## config.mk

```make
export PLATFORM = sky130hd
export DESIGN_NAME = axi4_burst_addr_gen
export DESIGN_NICKNAME = d
export VERILOG_FILES = /design/src/rtl/axi4_burst_addr_gen.sv
export SDC_FILE = /design/constraint.sdc
export NUM_CORES = 1
export LEC_CHECK = 0
export CAP_MARGIN = 25
export CORE_MARGIN = 8
export CORE_UTILIZATION = 45
export DETAILED_ROUTE_END_ITERATION = 12
export GPL_ROUTABILITY_DRIVEN = 0
export HOLD_SLACK_MARGIN = 0.05
export PLACE_DENSITY = 0.63
export RECOVER_POWER = 100
export SKIP_CTS_REPAIR_TIMING = 1
export SYNTH_ARGS = -nofsm -noshare
export SYNTH_HDL_FRONTEND = slang
export SYNTH_SLANG_ARGS = --single-unit
```

## constraint.sdc

```tcl
create_clock -name aclk -period 6.4 [get_ports aclk]
set_input_delay 1.28 -clock aclk [delete_from_list [all_inputs] [get_ports aclk]]
set_output_delay 1.28 -clock aclk [all_outputs]
set_load 0.05 [all_outputs]
```

## src/rtl/axi4_burst_addr_gen.sv

```systemverilog
// AXI4 slave burst expander: queues address-phase descriptors and emits one addressed, strobed beat per cycle.
// First beat is presented two edges after a descriptor is accepted; beat outputs hold while beat_ready is low.

module burst_fifo #(
  parameter int WIDTH = 8,
  parameter int DEPTH = 4
) (
  input  logic                           aclk,
  input  logic                           areset,
  input  logic                           wr_vld,
  input  logic [WIDTH-1:0]               wr_dat,
  input  logic                           rd_rdy,
  output logic [WIDTH-1:0]               rd_dat,
  output logic                           full,
  output logic                           empty,
  output logic [$clog2(DEPTH+1)-1:0]     count
);
  localparam int PW = $clog2(DEPTH);
  localparam int CW = $clog2(DEPTH + 1);

  logic [WIDTH-1:0] mem [DEPTH];
  logic [PW-1:0]    wr_ptr;
  logic [PW-1:0]    rd_ptr;

  always_ff @(posedge aclk) begin
    if (areset) begin
      wr_ptr <= '0;
      rd_ptr <= '0;
      count  <= '0;
    end else begin
      if (wr_vld) wr_ptr <= wr_ptr + PW'(1);
      if (rd_rdy) rd_ptr <= rd_ptr + PW'(1);
      if (wr_vld && !rd_rdy)
        count <= count + CW'(1);
      else if (!wr_vld && rd_rdy)
        count <= count - CW'(1);
    end
  end

  always_ff @(posedge aclk) begin
    if (wr_vld) mem[wr_ptr] <= wr_dat;
  end

  assign rd_dat = mem[rd_ptr];
  assign full   = (count == CW'(DEPTH));
  assign empty  = (count == '0);
endmodule

module axi4_burst_addr_gen #(
  parameter int ADDRESS_WIDTH = 32,
  parameter int DATA_WIDTH    = 32,
  parameter int ID_WIDTH      = 16,
  parameter int LENGTH        = 8,
  parameter int QUEUE_DEPTH   = 4
) (
  input  logic                             aclk,
  input  logic                             areset,
  input  logic                             cmd_valid,
  output logic                             cmd_ready,
  input  logic [ID_WIDTH-1:0]              cmd_id,
  input  logic [ADDRESS_WIDTH-1:0]         cmd_addr,
  input  logic [LENGTH-1:0]                cmd_len,
  input  logic [2:0]                       cmd_size,
  input  logic [1:0]                       cmd_burst,
  output logic                             beat_valid,
  input  logic                             beat_ready,
  output logic [ID_WIDTH-1:0]              beat_id,
  output logic [ADDRESS_WIDTH-1:0]         beat_addr,
  output logic [DATA_WIDTH/8-1:0]          beat_strb,
  output logic [LENGTH-1:0]                beat_idx,
  output logic                             beat_last,
  output logic [1:0]                       beat_resp,
  output logic [$clog2(QUEUE_DEPTH+1)-1:0] queue_count
);
  localparam int NB     = DATA_WIDTH / 8;
  localparam int LOG2NB = $clog2(NB);
  localparam logic [1:0] B_FIXED = 2'b00;
  localparam logic [1:0] B_INCR  = 2'b01;
  localparam logic [1:0] B_WRAP  = 2'b10;
  localparam logic [1:0] B_RSV   = 2'b11;

  typedef struct packed {
    logic [ID_WIDTH-1:0]      id;
    logic [ADDRESS_WIDTH-1:0] addr;
    logic [LENGTH-1:0]        len;
    logic [2:0]               size;
    logic [1:0]               burst;
  } desc_t;

  typedef enum logic {S_IDLE, S_BURST} state_t;

  state_t state, state_nxt;
  desc_t  cmd_dat, hd_dat;
  logic   q_full, q_empty, q_push, q_pop;
  logic   load, advance;

  logic [LENGTH-1:0]        act_len;
  logic [2:0]               act_size;
  logic [1:0]               act_mode;
  logic                     act_err;
  logic [ADDRESS_WIDTH-1:0] act_lower, act_upper;

  logic [ADDRESS_WIDTH-1:0] ld_bytes, ld_span, ld_lower, ld_upper;
  logic [12:0]              pg_bytes, pg_off;
  logic [16:0]              pg_span;
  logic [17:0]              pg_end;
  logic                     ld_err;
  logic [1:0]               ld_mode;
  logic [NB-1:0]            ld_strb;

  logic [ADDRESS_WIDTH-1:0] cur_bytes, wrap_step, nxt_addr;
  logic [NB-1:0]            nxt_strb;
  logic [LENGTH-1:0]        idx_nxt;

  // Lanes from the beat's own offset up to the end of its size-aligned container.
  function automatic logic [NB-1:0] strb_calc(input logic [ADDRESS_WIDTH-1:0] a,
                                              input logic [2:0] sz);
    logic [ADDRESS_WIDTH-1:0] bytes;
    logic [ADDRESS_WIDTH-1:0] lane_mask;
    logic [NB-1:0]            s;
    int                       lo;
    int                       hi;
    bytes     = ADDRESS_WIDTH'(1) << sz;
    lane_mask = ADDRESS_WIDTH'(NB - 1);
    lo        = int'(a & lane_mask);
    hi        = int'((a & ~(bytes - ADDRESS_WIDTH'(1))) & lane_mask) + int'(bytes) - 1;
    s         = '0;
    for (int i = 0; i < NB; i++) s[i] = (i >= lo) && (i <= hi);
    return s;
  endfunction

  assign cmd_dat     = '{id: cmd_id, addr: cmd_addr, len: cmd_len, size: cmd_size, burst: cmd_burst};
  assign cmd_ready   = !q_full && !areset;
  assign q_push      = cmd_valid && cmd_ready;
  assign q_pop       = load;
  assign beat_valid  = (state == S_BURST);

  burst_fifo #(
    .WIDTH ($bits(desc_t)),
    .DEPTH (QUEUE_DEPTH)
  ) u_queue (
    .aclk   (aclk),
    .areset (areset),
    .wr_vld (q_push),
    .wr_dat (cmd_dat),
    .rd_rdy (q_pop),
    .rd_dat (hd_dat),
    .full   (q_full),
    .empty  (q_empty),
    .count  (queue_count)
  );

  // Load-time decode of the queue head: protocol checks and wrap window.
  always_comb begin
    ld_bytes = ADDRESS_WIDTH'(1) << hd_dat.size;
    ld_span  = (ADDRESS_WIDTH'(hd_dat.len) + ADDRESS_WIDTH'(1)) << hd_dat.size;
    ld_lower = hd_dat.addr & ~(ld_span - ADDRESS_WIDTH'(1));
    ld_upper = ld_lower + ld_span;
    pg_bytes = 13'd1 << hd_dat.size;
    pg_off   = {1'b0, hd_dat.addr[11:0]} & ~(pg_bytes - 13'd1);
    pg_span  = (17'(hd_dat.len) + 17'd1) << hd_dat.size;
    pg_end   = 18'(pg_off) + 18'(pg_span);
    ld_err   = (hd_dat.burst == B_RSV)
            || (32'(hd_dat.size) > 32'(LOG2NB))
            || ((hd_dat.burst == B_WRAP) && (hd_dat.len != LENGTH'(1)) && (hd_dat.len != LENGTH'(3))
                && (hd_dat.len != LENGTH'(7)) && (hd_dat.len != LENGTH'(15)))
            || ((hd_dat.burst == B_WRAP) && ((hd_dat.addr & (ld_bytes - ADDRESS_WIDTH'(1))) != '0))
            || ((hd_dat.burst == B_INCR) && (pg_end > 18'd4096));
    ld_mode  = hd_dat.burst;
    if (ld_err) ld_mode = (hd_dat.burst == B_RSV) ? B_FIXED : B_INCR;
    ld_strb  = ld_err ? '0 : strb_calc(hd_dat.addr, hd_dat.size);
  end

  always_comb begin
    cur_bytes = ADDRESS_WIDTH'(1) << act_size;
    wrap_step = beat_addr + cur_bytes;
    case (act_mode)
      B_FIXED: nxt_addr = beat_addr;
      B_WRAP:  nxt_addr = (wrap_step == act_upper) ? act_lower : wrap_step;
      default: nxt_addr = (beat_addr & ~(cur_bytes - ADDRESS_WIDTH'(1))) + cur_bytes;
    endcase
    nxt_strb = act_err ? '0 : strb_calc(nxt_addr, act_size);
    idx_nxt  = beat_idx + LENGTH'(1);
  end

  always_ff @(posedge aclk) begin
    if (areset) state <= S_IDLE;
    else        state <= state_nxt;
  end

  // Popping on the last accepted beat gives back-to-back bursts with no idle cycle.
  always_comb begin
    state_nxt = state;
    load      = 1'b0;
    advance   = 1'b0;
    case (state)
      S_IDLE: begin
        if (!q_empty) begin
          load      = 1'b1;
          state_nxt = S_BURST;
        end
      end
      S_BURST: begin
        if (beat_ready) begin
          if (beat_last) begin
            if (!q_empty) load = 1'b1;
            else          state_nxt = S_IDLE;
          end else begin
            advance = 1'b1;
          end
        end
      end
      default: state_nxt = S_IDLE;
    endcase
  end

  always_ff @(posedge aclk) begin
    if (areset) begin
      beat_id   <= '0;
      beat_addr <= '0;
      beat_strb <= '0;
      beat_idx  <= '0;
      beat_last <= 1'b0;
      beat_resp <= 2'b00;
      act_len   <= '0;
      act_size  <= '0;
      act_mode  <= B_FIXED;
      act_err   <= 1'b0;
      act_lower <= '0;
      act_upper <= '0;
    end else if (load) begin
      beat_id   <= hd_dat.id;
      beat_addr <= hd_dat.addr;
      beat_strb <= ld_strb;
      beat_idx  <= '0;
      beat_last <= (hd_dat.len == '0);
      beat_resp <= ld_err ? 2'b10 : 2'b00;
      act_len   <= hd_dat.len;
      act_size  <= hd_dat.size;
      act_mode  <= ld_mode;
      act_err   <= ld_err;
      act_lower <= ld_lower;
      act_upper <= ld_upper;
    end else if (advance) begin
      beat_addr <= nxt_addr;
      beat_strb <= nxt_strb;
      beat_idx  <= idx_nxt;
      beat_last <= (idx_nxt == act_len);
    end
  end
endmodule

```

==> run_results.csv, run 1 <==
group,metric,value,unit
status,status,"finished with violations",
status,violations,"capacitance limit, slew limit",
die,io_pins,133,
global_route,overflow,0,
placed_design,dp_cells,3006,
routing,drtIter0Drc,1873,
global_route,grt_use_total,22.68,%
pwr,ir_worst_vdd,0.2820,mV
synthesis,synth_top_area_share,32.14,%
placed_design,io_buffers,131,
critical_path,cpMostUsedCell,"nor2_1",
timing,relSlewSlack,-74.74,%
synthesis,syn-cell-area,0.02279,sq mm
placed_design,dpl.hpwl,49520,um
cts,cts_buffer_depth,3,
synthesis,synth_cell_types,105,
timing,fin_crit_sh,99.75,%
critical_path,r2r_cells,30,
synthesis,synthArstFlopShare,0,%
routing,wl,68630,um
cts,numCtsBuffers,43,
die,die_h,241.1,um
placed_design,placed_area,0.02522,sq mm
timing,post-route-min-period,6384,ps
cts,numClockSinks,393,
global_route,grt_pass1_vias,17990,
timing,drv_slew,311,
timing,rsz0062_at_grt,"yes",
timing,fin_skew,42.78,ps
critical_path,path_depth,30,
timing,finalHoldViolCount,0,
synthesis,ys_ff_latch,393,
critical_path,critical-path-max-stage-delay,480,ps
timing,max_freq,156.6,MHz
cts,clk_latency,590,ps
run,cap_violations,10,
layout,final_cell_area,0.02710,sq mm
critical_path,critPathBufInv,4,
synthesis,ys_warn_count,0,
layout,fin_nets,2530,
synthesis,synth_edf_count,244,
die,start_util,45.53,%
layout,syn_to_final_growth,18.89,%
critical_path,critPathTopFamily,"simple AND/OR/NAND/NOR gates",
layout,fin_cells,3109,
critical_path,endpoint_kind,"flip-flop",
layout,fill_cells,4496,
die,die_w,241.1,um
critical_path,critPathSlowestCell,"or3b_2",
routing,drc,0,
synthesis,synth_top_cell_by_area,"edfxtp_1",
routing,vias,18840,
routing,viasPerCell,6.061,
routing,drt-pass1-iter-count,6,
global_route,grt_antenna_before_repair,15,
worst_hold_path,holdCritPathClass,"flip-flop to flip-flop",
timing,fin_setup_tns,0,ps
synthesis,yosysSeqAreaShare,45.23,%
pwr,p_per_area,521.2,mW/mm^2
critical_path,crit_type,"flip-flop to flip-flop",
layout,final_layout_size_suffix_gt1_share,14.75,%
timing,hold_slack,457.3,ps
synthesis,synth_ff_type,"edfxtp_1",
worst_hold_path,min_path_cells,2,
timing,setup_viol,0,
timing,worstMarginPinSlew,2621,ps
cts,htreeDepth,2,
synthesis,synthesis.nets,2370,
critical_path,cp.required,6820,ps
global_route,grt_pass1_wl,104000,um
critical_path,critPathMaxFanout,6,
synthesis,synthCells,2233,
critical_path,crit_arrival,6810,ps
synthesis,synth.avg_cell_area,10.21,sq um
cts,cts.clk_slew.worst_paths,60,ps
timing,setup_slack,15.95,ps
die,row_count,82,
routing,wl_per_cell,22.07,um
placed_design,dpl_worst_slack,-332.6,ps
cts,cts_root_buffer,"clkbuf_16",
critical_path,start_kind,"flip-flop",
routing,antenna_left,0,
pwr,leakage,0.009601,uW
die,die_area,0.05811,sq mm
synthesis,netlist_top_cells_area,"edfxtp_1, dfxtp_1, mux4_2, nand2_1, ha_1",
cts,cts_tree,"built",
global_route,grt_max_degree,63,
die,coreArea,0.05007,sq mm
state kept, by name (all words and copies together), names as in the netlist, 2 cells and up, named ones only:
register,count
act_upper,32
u_queue.count,3
beat_idx,8
u_queue.rd_ptr,2
beat_id,16
u_queue.wr_ptr,2
act_lower,32
u_queue.mem,244
act_len,8
beat_addr,32
beat_strb,4
act_mode,2
act_size,3
final cells by class:
type / instances / area, sq um / area share, %
multi-input cells: 1626 / 11990 / 44.25
flip-flops and latches: 393 / 10330 / 38.10
repair buffers: 254 / 2198 / 8.112
clock buffers: 64 / 1245 / 4.594
well taps: 672 / 840.8 / 3.102
inverters: 75 / 285.3 / 1.053
clock inverters: 15 / 187.7 / 0.6925
diodes: 10 / 25.02 / 0.09234
worst reg2reg max path: cells and delay by family (launching register included):
family / cells / cell delay (ps)
and+or+nand+nor: 9 / 2170
AOI/OAI and AO/OA: 12 / 2140
adders and majority gates: 3 / 710
buffers and inverters: 4 / 560
DFF: 1 / 390
xor gates and xnor gates: 2 / 290
power breakdown:
group	total [uW]	internal, uW	switching [uW]
registers	3540	3120	412
clock network	2470	1450	1030
logic	8120	3120	5000
total	14100	7690	6440
cell families (layout without fill, tap and decap cells):
family	Yosys count	after routing	share of synthesized area (%)
AND/OR/NAND/NOR	775	775	16.66
AO/OA/AOI/OAI	519	519	15.79
flip-flops	393	393	45.23
buffers and inverters	215	408	3.859
XOR/XNOR	148	148	6.000
multiplexers	109	110	8.316
adder cells (fa/ha/maj)	73	73	4.128
other	1	11	0.01645
cells in the mapped netlist (all sizes together), types with 7 or more instances:
| cell | instances |
|---|---|
| nor4b | 11 |
| buf | 46 |
| xnor2 | 92 |
| edfxtp | 244 |
| a21oi | 152 |
| and4 | 11 |
| o22ai | 19 |
| nor3 | 58 |
| a22oi | 10 |
| nand2 | 290 |
| nand2b | 18 |
| a21boi | 8 |
| nand3 | 76 |
| xor2 | 51 |
| inv | 74 |
| o2111ai | 9 |
| a32oi | 8 |
| a221oi | 25 |
| mux4 | 61 |
| a211oi | 33 |
| o31ai | 16 |
| ha | 68 |
| or3 | 12 |
| a21o | 9 |
| o21ai | 71 |
| mux2i | 28 |
| a2111oi | 7 |
| nand4 | 33 |
| a31oi | 28 |
| clkbuf | 94 |
| and2 | 34 |
| o211ai | 18 |
| o31a | 7 |
| nor2b | 21 |
| dfxtp | 149 |
| nor4 | 21 |
| mux2 | 20 |
| o21bai | 10 |
| nor2 | 128 |
| o21a | 14 |
| nor3b | 8 |
| a211o | 11 |
| and3 | 31 |
path summary, 6_finish.rpt:
kind	startpoint	endpoint	slack, ps
max	act_size[1]	beat_strb[3]	20
min	act_lower[22]	act_lower[22]	460
max reg2reg	act_size[1]	beat_strb[3]	20
min reg2reg	act_lower[22]	act_lower[22]	460
metal layers:
| layer | track usage, % | vias to the layer above | part of all wire [%] |
|---|---|---|---|
| met5 | 0 | - | 0.092 |
| met4 | 7.071 | 10 | 3.2 |
| met3 | 5.377 | 149 | 8.7 |
| met2 | 35.59 | 828 | 45 |
| met1 | 30.90 | 9161 | 43 |
| li1 | - | 8696 | - |
metrics by stage:
stage	total power, uW	util [%]
finish	14130	54.13
global route	14960	54.11
CTS	13690	53.24
detailed placement	11180	50.38
global placement	11060	50.34
floorplan	8832	-
cells in the final DEF, fill, tap and decap left out, drive strengths merged, types with 12 or more instances in the layout:
cell         instances
and2                34
nor4                21
o31ai               16
mux4                62
mux2i               28
nor2b               21
buf                113
nand3               76
edfxtp             244
a221oi              25
nor3                58
or3                 12
nand4               33
a211oi              33
ha                  68
dfxtp              149
o21a                14
nand2b              18
o22ai               19
o211ai              18
a31oi               28
inv                 78
dlygate4sd3        129
nand2              290
xnor2               92
xor2                51
mux2                20
and3                31
o21ai               71
a21oi              152
nor2               128
clkbuf              75
Note: power is estimated with default switching activity, not from simulation.
==> inputs of run 2 (changes only) <==
--- a/config.mk
+++ b/config.mk
@@ -9,9 +9,10 @@
 export CORE_MARGIN = 8
 export CORE_UTILIZATION = 45
 export DETAILED_ROUTE_END_ITERATION = 12
+export DONT_BUFFER_PORTS = 1
 export GPL_ROUTABILITY_DRIVEN = 0
 export HOLD_SLACK_MARGIN = 0.05
-export PLACE_DENSITY = 0.63
+export PLACE_DENSITY = 0.58
 export RECOVER_POWER = 100
 export SKIP_CTS_REPAIR_TIMING = 1
 export SYNTH_ARGS = -nofsm -noshare
==> constraint.sdc (replaced) <==
create_clock -name aclk -period 6.9 [get_ports aclk]
set_input_delay 1.38 -clock aclk [delete_from_list [all_inputs] [get_ports aclk]]
set_output_delay 1.38 -clock aclk [all_outputs]
set_load 0.05 [all_outputs]
==> run 2 against run 1 <==
The flow still finishes with violations (capacitance limit, slew limit). Hold slack worse by 1.1 ps. Register-to-register slack better by 390 ps. Clock skew shrank 13 ps. Maximum frequency fell by 1.7%. Sequential cell count is the same. Non-clock buffer count decreased by 150. Largest power group unchanged.
==> run_results.csv, run 2 (synthesis results as in run 1) <==
group,metric,value,unit
status,status,"finished with violations",
status,violations,"capacitance limit, slew limit",
layout,fin_nets,2380,
global_route,grt_antenna_before_repair,0,
die,die_w,241.1,um
placed_design,io_buffers,0,
layout,syn_to_final_growth,10.95,%
critical_path,endpoint_kind,"flip-flop",
critical_path,critPathMaxFanout,49,
critical_path,critical-path-max-stage-delay,1880,ps
cts,cts.clk_slew.worst_paths,60,ps
critical_path,r2r-end,"act_upper[27]",
die,start_util,45.53,%
routing,vias,18260,
run,cap_violations,11,
die,die_area,0.05811,sq mm
critical_path,cpMostUsedCell,"clkbuf_1",
placed_design,dpl.hpwl,49780,um
timing,post-route-min-period,6498,ps
global_route,overflow,0,
timing,finalHoldViolCount,0,
routing,drtIter0Drc,1993,
layout,final_cell_area,0.02529,sq mm
layout,layout_common_cells,"nand2_1, edfxtp_1, a21oi_1, dfxtp_1, nor2_1",
timing,relSlewSlack,-84.49,%
die,row_count,82,
critical_path,r2r_cells,10,
layout,final_common_cell,"nand2_1",
cts,clk_latency,600,ps
routing,viasPerCell,6.189,
critical_path,cp.required,7420,ps
cts,htreeDepth,2,
timing,worstMarginPinSlew,2767,ps
critical_path,start_kind,"flip-flop",
cts,numCtsBuffers,44,
critical_path,worst-r2r-setup-slack,400,ps
placed_design,dpl_worst_slack,-56.18,ps
cts,cts_tree,"built",
die,io_pins,133,
layout,n_antenna_cell,0,
global_route,grt_pass1_vias,17440,
critical_path,path_cells,"nor3_1 > clkbuf_1 > a21oi_4 > clkbuf_1 > inv_4 > clkbuf_1 > nor2_1 > clkbuf_1 > o2111ai_1 > o211ai_1",
layout,finish.utilization,50.51,%
layout,regMostFlops,"u_queue.mem",
routing,drc,0,
routing,wl_per_cell,23.55,um
timing,fin_skew,30.07,ps
cts,cts_buffer_depth,3,
layout,final_layout_size_suffix_gt1_share,12.55,%
routing,wl,69490,um
die,coreArea,0.05007,sq mm
timing,setup_viol,0,
global_route,grt_use_total,23.36,%
timing,fin_crit_sh,94.17,%
global_route,grt_pass1_wl,105600,um
layout,fill_cells,4563,
critical_path,crit_arrival,7020,ps
timing,setup_slack,402.3,ps
timing,hold_slack,456.2,ps
cts,numClockSinks,393,
worst_hold_path,holdCritPathClass,"flip-flop to flip-flop",
layout,largest_register_ffs,244,
worst_hold_path,min_path_cells,2,
pwr,leakage,0.008683,uW
routing,antenna_left,0,
routing,drt-pass1-iter-count,5,
worst_hold_path,min_to,"act_lower[10]",
timing,max_freq,153.9,MHz
critical_path,critPathSlowestCell,"clkbuf_1",
cts,cts_root_buffer,"clkbuf_16",
die,die_h,241.1,um
timing,drv_slew,426,
critical_path,crit_type,"flip-flop to flip-flop",
global_route,grt_max_degree,132,
critical_path,reg2reg_from,"u_queue.count[0]",
placed_design,placed_area,0.02381,sq mm
pwr,ir_worst_vdd,0.2651,mV
pwr,p_per_area,493.8,mW/mm^2
worst_hold_path,min_from,"act_lower[10]",
run 2: cell types whose count changed in the layout (fill, tap and decap cells not counted), moves of 5 or more:
cell and delta:
clkbuf_1 +31, a21oi_2 -5, clkbuf_8 -5, ha_1 +6
diode_2 -10, ha_4 -6, dlygate4sd3_1 -129, buf_4 -50
clkinv_2 +5, nor3_2 -5, nor3_1 +7
run 2: area by class of cell:
| cell class | instances | area, sq um | area share, % |
|---|---|---|---|
| inverter | 75 | 284.0 | 1.123 |
| clock buffer | 63 | 1212 | 4.794 |
| clock inverter | 18 | 220.2 | 0.8707 |
| tap | 672 | 840.8 | 3.325 |
| multi-input combinational | 1625 | 11780 | 46.58 |
| timing repair buffer | 104 | 633.1 | 2.503 |
| sequential | 393 | 10320 | 40.81 |
run 2: metal layers:
layer  vias up  wire length [um]  GRT usage [%]
met2       787             30770          36.04
met5         -                 0              0
met4         0              2062          6.907
met3       136              6364          5.823
li1       8390                 -              -
met1      8945             30290          32.31
run 2: metrics by stage:
step	total power (uW)	instances	TNS [ps]
2_1_floorplan	8190	2233	0
3_3_place_gp	9959	2863	0
3_5_place_dp	10020	2864	-78.67
4_1_cts	12380	2945	-176.4
5_1_grt	13260	2950	-137.1
6_report	12490	2950	0
run 2: worst max-delay path by stage:
stage | start | endpoint | slack [ps] | depth (start not counted)
after floorplan | act_size[0] | beat_strb[2] | 310 | 31
after global placement | act_size[2] | beat_strb[2] | 70 | 31
after detailed placement | act_size[2] | beat_strb[2] | -60 | 31
after CTS | act_size[2] | beat_strb[2] | -110 | 31
after global routing | act_size[1] | beat_strb[1] | -90 | 38
final | u_queue.count[0] | act_upper[27] | 400 | 10
run 2: critical path, delay by kind of cell, from the launching register on:
family | cells | cell delay [ps]
AO/OA/AOI/OAI | 3 | 560
buffers and inverters | 5 | 4150
flip-flops | 1 | 740
AND/OR/NAND/NOR | 2 | 890
run 2: where the power goes:
part / internal [uW] / leakage (uW) / switching, uW / total, uW
Sequential: 2900 / 0.00344 / 597 / 3490
Clock: 1320 / 0.000691 / 993 / 2310
Combinational: 2420 / 0.00456 / 4260 / 6680
Total: 6640 / 0.00868 / 5850 / 12500
